===== config.mk =====
export PLATFORM = sky130hd
export DESIGN_NAME = letter_uart_tx
export DESIGN_NICKNAME = d
export VERILOG_FILES = /design/src/rtl/letter_uart_tx.sv
export SDC_FILE = /design/constraint.sdc
export NUM_CORES = 1
export LEC_CHECK = 0
export CAP_MARGIN = 20
export CORE_UTILIZATION = 60
export DETAILED_ROUTE_END_ITERATION = 6
export HOLD_SLACK_MARGIN = 0.03
export PLACE_DENSITY = 0.89
export SKIP_LAST_GASP = 1
export SYNTH_ARGS = -nofsm -noshare
export SYNTH_HDL_FRONTEND = slang
export SYNTH_SLANG_ARGS = --single-unit

===== constraint.sdc =====
create_clock -name _clock -period 4.62 [get_ports _clock]
set_clock_uncertainty 0.2 [all_clocks]
set_input_delay 0.924 -clock _clock [delete_from_list [all_inputs] [get_ports _clock]]
set_output_delay 0.924 -clock _clock [all_outputs]
set_load 0.02 [all_outputs]

===== src/rtl/letter_uart_tx.sv =====
// rtl/letter_uart_tx.sv - letter FIFO feeding an 8N1 serializer
// Letters queue in a small FIFO; each is sent LSB first framed by start/stop bits.
module letter_uart_tx #(
  parameter int CLKS_PER_BIT = 4,
  parameter int DEPTH_LOG2   = 2
) (
  input  logic                  _clock,
  input  logic                  _reset,
  input  logic                  _valid,
  input  logic [7:0]            _letter,
  output logic                  _ready,
  output logic                  _tx,
  output logic                  _busy,
  output logic [DEPTH_LOG2:0]   _count
);

  localparam int DEPTH = 1 << DEPTH_LOG2;
  localparam int BW    = (CLKS_PER_BIT > 1) ? $clog2(CLKS_PER_BIT) : 1;

  typedef enum logic [1:0] {IDLE, START, DATA, STOP} state_t;

  state_t                state, state_next;
  logic [BW-1:0]         baud, baud_next;
  logic [2:0]            bit_cnt, bit_next;
  logic [7:0]            shift, shift_next;
  logic                  tx_next;
  logic [7:0]            mem [DEPTH];
  logic [DEPTH_LOG2-1:0] wr_ptr, rd_ptr;
  logic                  push, pop, baud_end, have_letter;

  assign _ready      = (_count != (DEPTH_LOG2 + 1)'(DEPTH));
  assign push        = _valid && _ready;
  assign have_letter = (_count != '0);
  assign baud_end    = (baud == BW'(CLKS_PER_BIT - 1));
  assign _busy       = (state != IDLE) || have_letter;

  always_comb begin
    state_next = state;
    baud_next  = baud;
    bit_next   = bit_cnt;
    shift_next = shift;
    tx_next    = _tx;
    pop        = 1'b0;
    case (state)
      IDLE: begin
        tx_next   = 1'b1;
        baud_next = '0;
        if (have_letter) begin
          shift_next = mem[rd_ptr];
          pop        = 1'b1;
          tx_next    = 1'b0;
          state_next = START;
        end
      end
      START: begin
        if (baud_end) begin
          baud_next  = '0;
          tx_next    = shift[0];
          bit_next   = 3'd0;
          state_next = DATA;
        end else begin
          baud_next = baud + 1'b1;
        end
      end
      DATA: begin
        if (baud_end) begin
          baud_next = '0;
          if (bit_cnt == 3'd7) begin
            tx_next    = 1'b1;
            state_next = STOP;
          end else begin
            shift_next = shift >> 1;
            tx_next    = shift[1];
            bit_next   = bit_cnt + 3'd1;
          end
        end else begin
          baud_next = baud + 1'b1;
        end
      end
      STOP: begin
        if (baud_end) begin
          baud_next = '0;
          // Chain straight into the next start bit so back-to-back frames have no gap.
          if (have_letter) begin
            shift_next = mem[rd_ptr];
            pop        = 1'b1;
            tx_next    = 1'b0;
            state_next = START;
          end else begin
            tx_next    = 1'b1;
            state_next = IDLE;
          end
        end else begin
          baud_next = baud + 1'b1;
        end
      end
      default: begin
        tx_next    = 1'b1;
        baud_next  = '0;
        state_next = IDLE;
      end
    endcase
  end

  always_ff @(posedge _clock or posedge _reset) begin
    if (_reset) begin
      state   <= IDLE;
      baud    <= '0;
      bit_cnt <= '0;
      shift   <= '0;
      _tx     <= 1'b1;
      wr_ptr  <= '0;
      rd_ptr  <= '0;
      _count  <= '0;
    end else begin
      state   <= state_next;
      baud    <= baud_next;
      bit_cnt <= bit_next;
      shift   <= shift_next;
      _tx     <= tx_next;
      if (push) wr_ptr <= wr_ptr + 1'b1;
      if (pop)  rd_ptr <= rd_ptr + 1'b1;
      _count  <= _count + {{DEPTH_LOG2{1'b0}}, push} - {{DEPTH_LOG2{1'b0}}, pop};
    end
  end

  always_ff @(posedge _clock) begin
    if (push) mem[wr_ptr] <= _letter;
  end

endmodule


==> results of run 1 <==
==> area by class of cell <==
cell class / instances / area [um2]
inverter: 10 / 37.54
multi-input combinational: 96 / 888.4
sequential: 55 / 1538
timing repair buffer: 16 / 160.2
clock buffer: 5 / 68.82
fill: 242 / 1216
clock inverter: 3 / 28.78
tap: 50 / 62.56
==> cells by family after synthesis <==
group | after synthesis | synth area share
XOR/XNOR | 5 | 0.01756
adder cells (fa/ha/maj) | 16 | 0.08329
buffers and inverters | 15 | 0.02709
AND/OR/NAND/NOR | 33 | 0.07025
AO/OA/AOI/OAI | 25 | 0.07577
multiplexers | 17 | 0.1094
flip-flops | 55 | 0.6167
==> state kept, by name, summed over array words and instances (netlist names) <==
register  count
mem          32
shift         8
wr_ptr        2
rd_ptr        2
_tx           1
state         2
baud          2
_count        3
bit_cnt       3
==> metal layers <==
layer  vias up  global-route usage  wire, um
li1        646                   -         -
met1       667              0.2725      1717
met2        24              0.3418      2009
met3         5             0.04795       110
met4         0             0.07713        43
met5         -                   0         0
==> worst max-delay path: stages (launching register included) <==
cell                              delay (ns)
sky130_fd_sc_hd__dfrtp_1                0.48
sky130_fd_sc_hd__nor3_4                 0.37
sky130_fd_sc_hd__nand2_1                0.21
sky130_fd_sc_hd__clkdlybuf4s50_1        0.58
==> metrics by stage <==
stage / area, um2 / worst slack (ns) / hold slack, ns
after global routing: 2784 / 1.482 / 0.2937
after CTS: 2784 / 1.564 / 0.2509
after detailed placement: 2686 / 1.428 / 0.2368
after global placement: 2686 / 1.496 / 0.2281
after floorplan: 2494 / 2.026 / 0.2150
final: 2784 / 1.553 / 0.2473
==> synth_stat cells <==
master and count:
sky130_fd_sc_hd__ha_1 15, sky130_fd_sc_hd__edfxtp_1 32, sky130_fd_sc_hd__o211ai_1 1, sky130_fd_sc_hd__fa_1 1, sky130_fd_sc_hd__a32oi_1 1, sky130_fd_sc_hd__clkbuf_1 1, sky130_fd_sc_hd__a21oi_2 2, sky130_fd_sc_hd__dfrtp_1 22
sky130_fd_sc_hd__nor3_4 1, sky130_fd_sc_hd__xor2_1 1, sky130_fd_sc_hd__and2_1 1, sky130_fd_sc_hd__o41ai_4 1, sky130_fd_sc_hd__buf_6 1, sky130_fd_sc_hd__nand2_1 7, sky130_fd_sc_hd__mux2i_1 7, sky130_fd_sc_hd__nor2_1 9
sky130_fd_sc_hd__xnor2_1 4, sky130_fd_sc_hd__o21ba_2 1, sky130_fd_sc_hd__nor4_1 1, sky130_fd_sc_hd__a21oi_1 7, sky130_fd_sc_hd__dfstp_2 1, sky130_fd_sc_hd__a22o_1 5, sky130_fd_sc_hd__nand3_1 1, sky130_fd_sc_hd__nor2b_1 4
sky130_fd_sc_hd__o21ai_0 4, sky130_fd_sc_hd__and3_1 4, sky130_fd_sc_hd__a31o_2 1, sky130_fd_sc_hd__buf_2 3, sky130_fd_sc_hd__mux4_2 8, sky130_fd_sc_hd__inv_1 10, sky130_fd_sc_hd__mux2_2 2, sky130_fd_sc_hd__o21ai_1 2
sky130_fd_sc_hd__nor3_1 4, sky130_fd_sc_hd__nand4bb_1 1
==> power by group through the flow <==
| stage | registers, W | logic (W) | clock network [W] |
|---|---|---|---|
| after floorplan | 0.000794 | 0.000636 | 0 |
| after global placement | 0.000819 | 0.000732 | 0 |
| after detailed placement | 0.000836 | 0.000774 | 0 |
| after CTS | 0.000826 | 0.000777 | 0.000288 |
| after global routing | 0.000847 | 0.000865 | 0.000304 |
| final | 0.000823 | 0.000770 | 0.000281 |
==> final timing paths <==
| kind | to | slack [ns] | cells after the start | start |
|---|---|---|---|---|
| max in group asynchronous | shift[7]$_DFFE_PP0P_ | 2.78 | 2 | _reset |
| min in group asynchronous | _count[0]$_DFF_PP0_ | 0.89 | 2 | _reset |
| min | baud[0]$_DFF_PP0_ | 0.25 | 1 | baud[0]$_DFF_PP0_ |
| max reg2reg | _count[2]$_DFF_PP0_ | 1.74 | 10 | state[0]$_DFFE_PP0P_ |
| min reg2reg | baud[0]$_DFF_PP0_ | 0.25 | 1 | baud[0]$_DFF_PP0_ |
| max | _busy | 1.55 | 3 | _count[1]$_DFF_PP0_ |
==> results.rst, run 1 <==
.. list-table::
   :header-rows: 1

   * - Metric
     - Value
   * - Status
     - finished clean
   * - Die H
     - 66.47 um
   * - Setup total negative slack
     - 0 ns
   * - Area added between synthesis and finish
     - 11.64%
   * - Worst endpoint required time
     - about 3.5 ns
   * - Maximum net fanout on the critical path
     - 6
   * - Endpoints failing hold
     - 0
   * - Worst max-slew margin expressed relative to the limit
     - 0.4093
   * - Total power divided by cell area
     - 673.1 mW/mm2
   * - Fin crit period
     - 3.067 ns
   * - Num CTS Buffers
     - 5
   * - Level count of the clock H-tree
     - 2
   * - Number of storage elements in the synthesis netlist
     - 55
   * - Buffers inserted during post-CTS setup optimization
     - 0
   * - GPL Wtd Cong
     - 0.7312
   * - Synthesized cell area
     - 0.002494 mm2
   * - Initial cell density of the core
     - 0.6234
   * - Final Util
     - 0.6960
   * - Combinational group share of total power
     - 0.411
   * - Number of iterations in the first detailed-routing pass
     - 4
   * - Global-route total usage across every layer
     - 0.2086
   * - Grt ovf
     - 0
   * - Avg Inst Size Synth
     - 15.02 um2
   * - Total power draw
     - roughly 0.0019 W
   * - Final setup violation count
     - 0
   * - Die span in x
     - 66.47 um
   * - Worst ir drop on vdd
     - 0.0003749 V
   * - Mean routed wirelength per cell
     - 16.51 um
   * - Gate count of the mapped netlist
     - around 170
   * - Number of DRC violations after detailed-routing iteration 0
     - around 90
   * - Buffer levels on the longest clock path
     - 2
   * - Main area contributors after synthesis
     - sky130_fd_sc_hd__edfxtp_1 39%, sky130_fd_sc_hd__dfrtp_1 22%, sky130_fd_sc_hd__ha_1 7.5%
   * - Cell variety after synth
     - 34
   * - Sequential share of power
     - 0.439
   * - Category of the critical setup timing path
     - register to primary output
   * - Via count of the first global-routing pass
     - 1347
   * - Library cell used as clock root buffer
     - sky130_fd_sc_hd__clkbuf_8
   * - Post-CTS sizing
     - 0
   * - Internal Power
     - 0.001183 W
   * - Lkg Pwr
     - 1.082 nW
   * - Wire length of the first global-routing pass
     - 6568 um
   * - Clock-pin slew of the registers on the worst-case setup and hold paths
     - 0.10 ns
   * - Portion of the post-synthesis area used by sequential elements
     - 0.6167
   * - Fmax
     - 326.0 MHz
   * - DRC errors left
     - 0
   * - Clock sink total
     - 55
   * - Number of placed instances, taps included
     - 227
   * - Clock network fraction of total power
     - 0.150
   * - CORE AREA
     - 0.004000 mm2
   * - Initial antenna violation count
     - 0
   * - RSZ-0062 raised after global routing
     - no
   * - Library cell occupying the most area in the post-synthesis netlist
     - sky130_fd_sc_hd__edfxtp_1
   * - Most used cells in the layout excluding fill and tap cells
     - 32 x sky130_fd_sc_hd__edfxtp_1, 22 x sky130_fd_sc_hd__dfrtp_1, 16 x sky130_fd_sc_hd__clkdlybuf4s50_1
   * - Area share of the largest cell type after synthesis
     - 0.3853
   * - Final wirelength
     - 3881 um
   * - Number of standard cells in the final layout excluding fillers
     - 235
   * - DR vias/cell
     - 5.711
   * - IO Port Bufs
     - 16
   * - Remaining number of nets flagged by the antenna check after routing
     - 0
   * - Number of rows created at floorplan
     - 23
   * - HPWL after detailed placement
     - 2775 um
   * - Die area
     - 0.004418 mm2
   * - Vias after detailed routing
     - 1342
   * - Clock tree from TritonCTS
     - yes
   * - Hold bufs inserted after CTS
     - 0
   * - Total number of yosys warnings
     - 0
   * - NetSw
     - 0.0006907 W
   * - Startpoint kind of the worst setup timing path
     - register
   * - Part of the cycle the worst path needs
     - 0.6639
   * - Net count after synthesis
     - 193
   * - Largest net degree at the start of global routing
     - 24
   * - Count of maximum capacitance violations
     - 0
   * - Top-level I/O count
     - 17
   * - Worst min path class
     - register to register
   * - Clock Latency Late Sink
     - 0.31 ns
   * - Share of layout cells above drive strength 1
     - 0.1351
   * - Switching power share of the total
     - 0.3686
   * - Worst endpoint data arrival time
     - roughly 1.9 ns
   * - Slew at the pin closest to its max-slew limit
     - between 0.8 and 0.9 ns
   * - Count of final max-slew check failures
     - 0
   * - Kind of end point of the critical path
     - primary output
   * - Antenna diodes
     - 0
   * - Nets@finish
     - 211
   * - Most common library cell in the layout ignoring fill and taps
     - sky130_fd_sc_hd__edfxtp_1
No activity file was read; power rests on OpenSTA's default activity.
==> run 2, diff against run 1 <==
Settings changed: CORE_UTILIZATION 60 to 52, PLACE_DENSITY 0.89 to 0.83.
Clock period 4.62 ns to 2.7 ns, I/O delays scaled along.
==> run 2 against run 1 <==
Setup slack got worse by 1.5 ns. Global-route usage down 2.2 points. Die area rose by 15%. Power up 77%. Sequential cell count did not move. Critical path depth up 7. First-iteration DRC count fell by 18%. Sequential power increased by 73%. Core utilization down 5.8 points. Sequential share of layout area fell by 1.4 points. Count of clock-buffer cells in the layout did not move. Largest power group unchanged.
==> results.rst, run 2 (synthesis results as in run 1) <==
.. list-table::
   :header-rows: 1

   * - Metric
     - Value
   * - Status
     - finished clean
   * - Setup total negative slack
     - 0 ns
   * - DR vias/cell
     - 5.747
   * - Grt ovf
     - 0
   * - Slowest CP cell
     - sky130_fd_sc_hd__dfrtp_1
   * - RR Endpoint
     - _count[2]$_DFF_PP0_
   * - Register-to-Register Path Depth
     - 10
   * - Fin crit period
     - 2.615 ns
   * - Initial antenna violation count
     - 0
   * - Die H
     - 71.25 um
   * - Sum of met3 wire segment lengths after detailed routing
     - roughly 140 um
   * - Fmax
     - approximately 380 MHz
   * - Wire length of the first global-routing pass
     - approximately 7100 um
   * - Global-route total usage across every layer
     - 0.1871
   * - Most used cells in the layout excluding fill and tap cells
     - 32 x sky130_fd_sc_hd__edfxtp_1, 22 x sky130_fd_sc_hd__dfrtp_1, 15 x sky130_fd_sc_hd__clkdlybuf4s50_1
   * - Maximum net fanout on the critical path
     - 5
   * - Worst ir drop on vdd
     - 0.0006253 V
   * - Worst endpoint data arrival time
     - 2.65 ns
   * - Level count of the clock H-tree
     - 2
   * - Multi-input logic area
     - about 900 um2
   * - Area added between synthesis and finish
     - 14.55%
   * - Library cell used as clock root buffer
     - sky130_fd_sc_hd__clkbuf_8
   * - Total power draw
     - around 0.0033 W
   * - Endpoints failing hold
     - 0
   * - WL met1
     - 1669 um
   * - Max Used Layer
     - met4
   * - Share of layout cells above drive strength 1
     - 0.1865
   * - Clock network fraction of total power
     - 0.144
   * - Count of final max-slew check failures
     - 0
   * - Highest cell delay on the worst timing path
     - 0.44 ns
   * - Category of the critical setup timing path
     - register to register
   * - Die span in x
     - roughly 71 um
   * - Most common library cell in the layout ignoring fill and taps
     - sky130_fd_sc_hd__edfxtp_1
   * - Via count of the first global-routing pass
     - between 1.5k and 2k
   * - GPL Wtd Cong
     - 0.7544
   * - NetSw
     - between 0.001 and 0.0015 W
   * - Total power divided by cell area
     - about 1200 mW/mm2
   * - Worst max-slew margin expressed relative to the limit
     - 0.6268
   * - Most frequent cell on the critical path
     - sky130_fd_sc_hd__ha_1
   * - RSZ-0062 raised after global routing
     - yes
   * - Final Util
     - 0.6384
   * - Internal Power
     - 0.002087 W
   * - Clock tree from TritonCTS
     - yes
   * - Buffers inserted during post-CTS setup optimization
     - 0
   * - Minimum setup slack among reg-to-reg paths
     - 0.08 ns
   * - Cells traversed along the worst timing path
     - inv_2, ha_1, nor3_2, ha_1, inv_1, ha_1, inv_1, fa_1, xnor2_1, xnor2_1
   * - HPWL after detailed placement
     - 3104 um
   * - Startpoint kind of the worst setup timing path
     - register
   * - Largest net degree at the start of global routing
     - 24
   * - Vias after detailed routing
     - ~1.4k
   * - Final setup violation count
     - 0
   * - Biggest regs
     - mem (32), shift (8)
   * - Mean routed wirelength per cell
     - 16.82 um
   * - Hold bufs inserted after CTS
     - 0
   * - Count of maximum capacitance violations
     - 0
   * - IO Port Bufs
     - 16
   * - DRC errors left
     - 0
   * - Worst endpoint required time
     - ~2.7 ns
   * - Clock Latency Late Sink
     - between 0.3 and 0.4 ns
   * - Kind of end point of the critical path
     - register
   * - Number of filler instances in the final layout
     - ~320
   * - Nets@finish
     - ~220
   * - Termination of the worst setup path
     - _count[2]$_DFF_PP0_
   * - Top-level I/O count
     - 17
   * - Combinational group share of total power
     - 0.429
   * - Final wirelength
     - 4122 um
   * - Met2 Routed Length
     - 2226 um
   * - Largest reg by FF count
     - mem
   * - Sequential share of power
     - 0.427
   * - Switching power share of the total
     - 0.3710
   * - Num CTS Buffers
     - 5
   * - Clock-pin slew of the registers on the worst-case setup and hold paths
     - 0.10 ns
   * - Buffer levels on the longest clock path
     - 2
   * - Flip-flop count of the largest register, all copies and words added
     - 32
   * - Worst hold slack across all endpoints
     - ~0.26 ns
   * - Part of the cycle the worst path needs
     - 0.9686
   * - Worst min path class
     - register to register
   * - Origin of the worst setup path
     - state[1]$_DFFE_PP0P_
   * - Number of rows created at floorplan
     - 24
   * - Clock sink total
     - 55
   * - Storage cell area
     - between 0.0015 and 0.002 mm2
   * - CORE AREA
     - ~0.0045 mm2
   * - Number of DRC violations after detailed-routing iteration 0
     - 73
   * - Antenna diodes
     - 0
   * - Worst reg2reg path startpoint
     - state[1]$_DFFE_PP0P_
   * - Initial cell density of the core
     - 0.5573
   * - Remaining number of nets flagged by the antenna check after routing
     - 0
   * - Lkg Pwr
     - roughly 1.1 nW
   * - Worst Min Path Start
     - baud[0]$_DFF_PP0_
   * - Number of iterations in the first detailed-routing pass
     - 4
   * - Slew at the pin closest to its max-slew limit
     - approximately 0.56 ns
   * - Die area
     - slightly above 0.005 mm2
run 2: timing repair:
item,CTS,global route
resized for setup,1,3
endpoints found under the setup margin,1,2
pin swaps,1,0
run 2: metal layers:
| layer | up-vias | global-route usage |
|---|---|---|
| met2 | 32 | 0.3312 |
| met3 | 14 | 0.04923 |
| met4 | 0 | 0.07333 |
| met1 | 702 | 0.2184 |
| li1 | 660 | - |
| met5 | - | 0 |
run 2: critical path, delay by kind of cell (launching register included):
| family | cells | cell delay (ns) |
|---|---|---|
| flops | 1 | 0.44 |
| xor+xnor | 2 | 0.36 |
| buf+inv | 3 | 0.21 |
| simple gates | 1 | 0.19 |
| fa+ha+maj | 4 | 1.14 |
run 2: how the worst min path moves through the flow:
stage	end	slack, ns	depth (start not counted)
after floorplan	baud[0]$_DFF_PP0_	0.21	1
after CTS	baud[0]$_DFF_PP0_	0.26	1
after global placement	baud[0]$_DFF_PP0_	0.23	1
after detailed placement	baud[0]$_DFF_PP0_	0.25	1
final	baud[0]$_DFF_PP0_	0.26	1
after global routing	baud[0]$_DFF_PP0_	0.30	1
run 2: through the flow:
step	area [um2]	instances	setup slack [ns]
floorplan	2494	166	0.1061
global placement	2749	237	0.008409
detailed placement	2749	237	-0.1560
CTS	2851	245	0.03142
global route	2856	245	-0.01746
finish	2856	245	0.08485
run 2: area by class of cell:
| class | count | share of cell area |
|---|---|---|
| clock inverters | 3 | 0.01007 |
| clock buffers | 5 | 0.02409 |
| repair buffers | 24 | 0.07797 |
| flip-flops and latches | 55 | 0.5383 |
| inverters | 10 | 0.01314 |
| multi-input cells | 96 | 0.3136 |
| well taps | 52 | 0.02278 |
run 2: power groups by stage:
stage / sequential [W] / clock [W] / combinational (W)
floorplan: 0.00136 / 0 / 0.00109
global placement: 0.00140 / 0 / 0.00132
detailed placement: 0.00144 / 0 / 0.00142
CTS: 0.00142 / 0.000493 / 0.00143
global route: 0.00145 / 0.000527 / 0.00158
finish: 0.00142 / 0.000479 / 0.00142
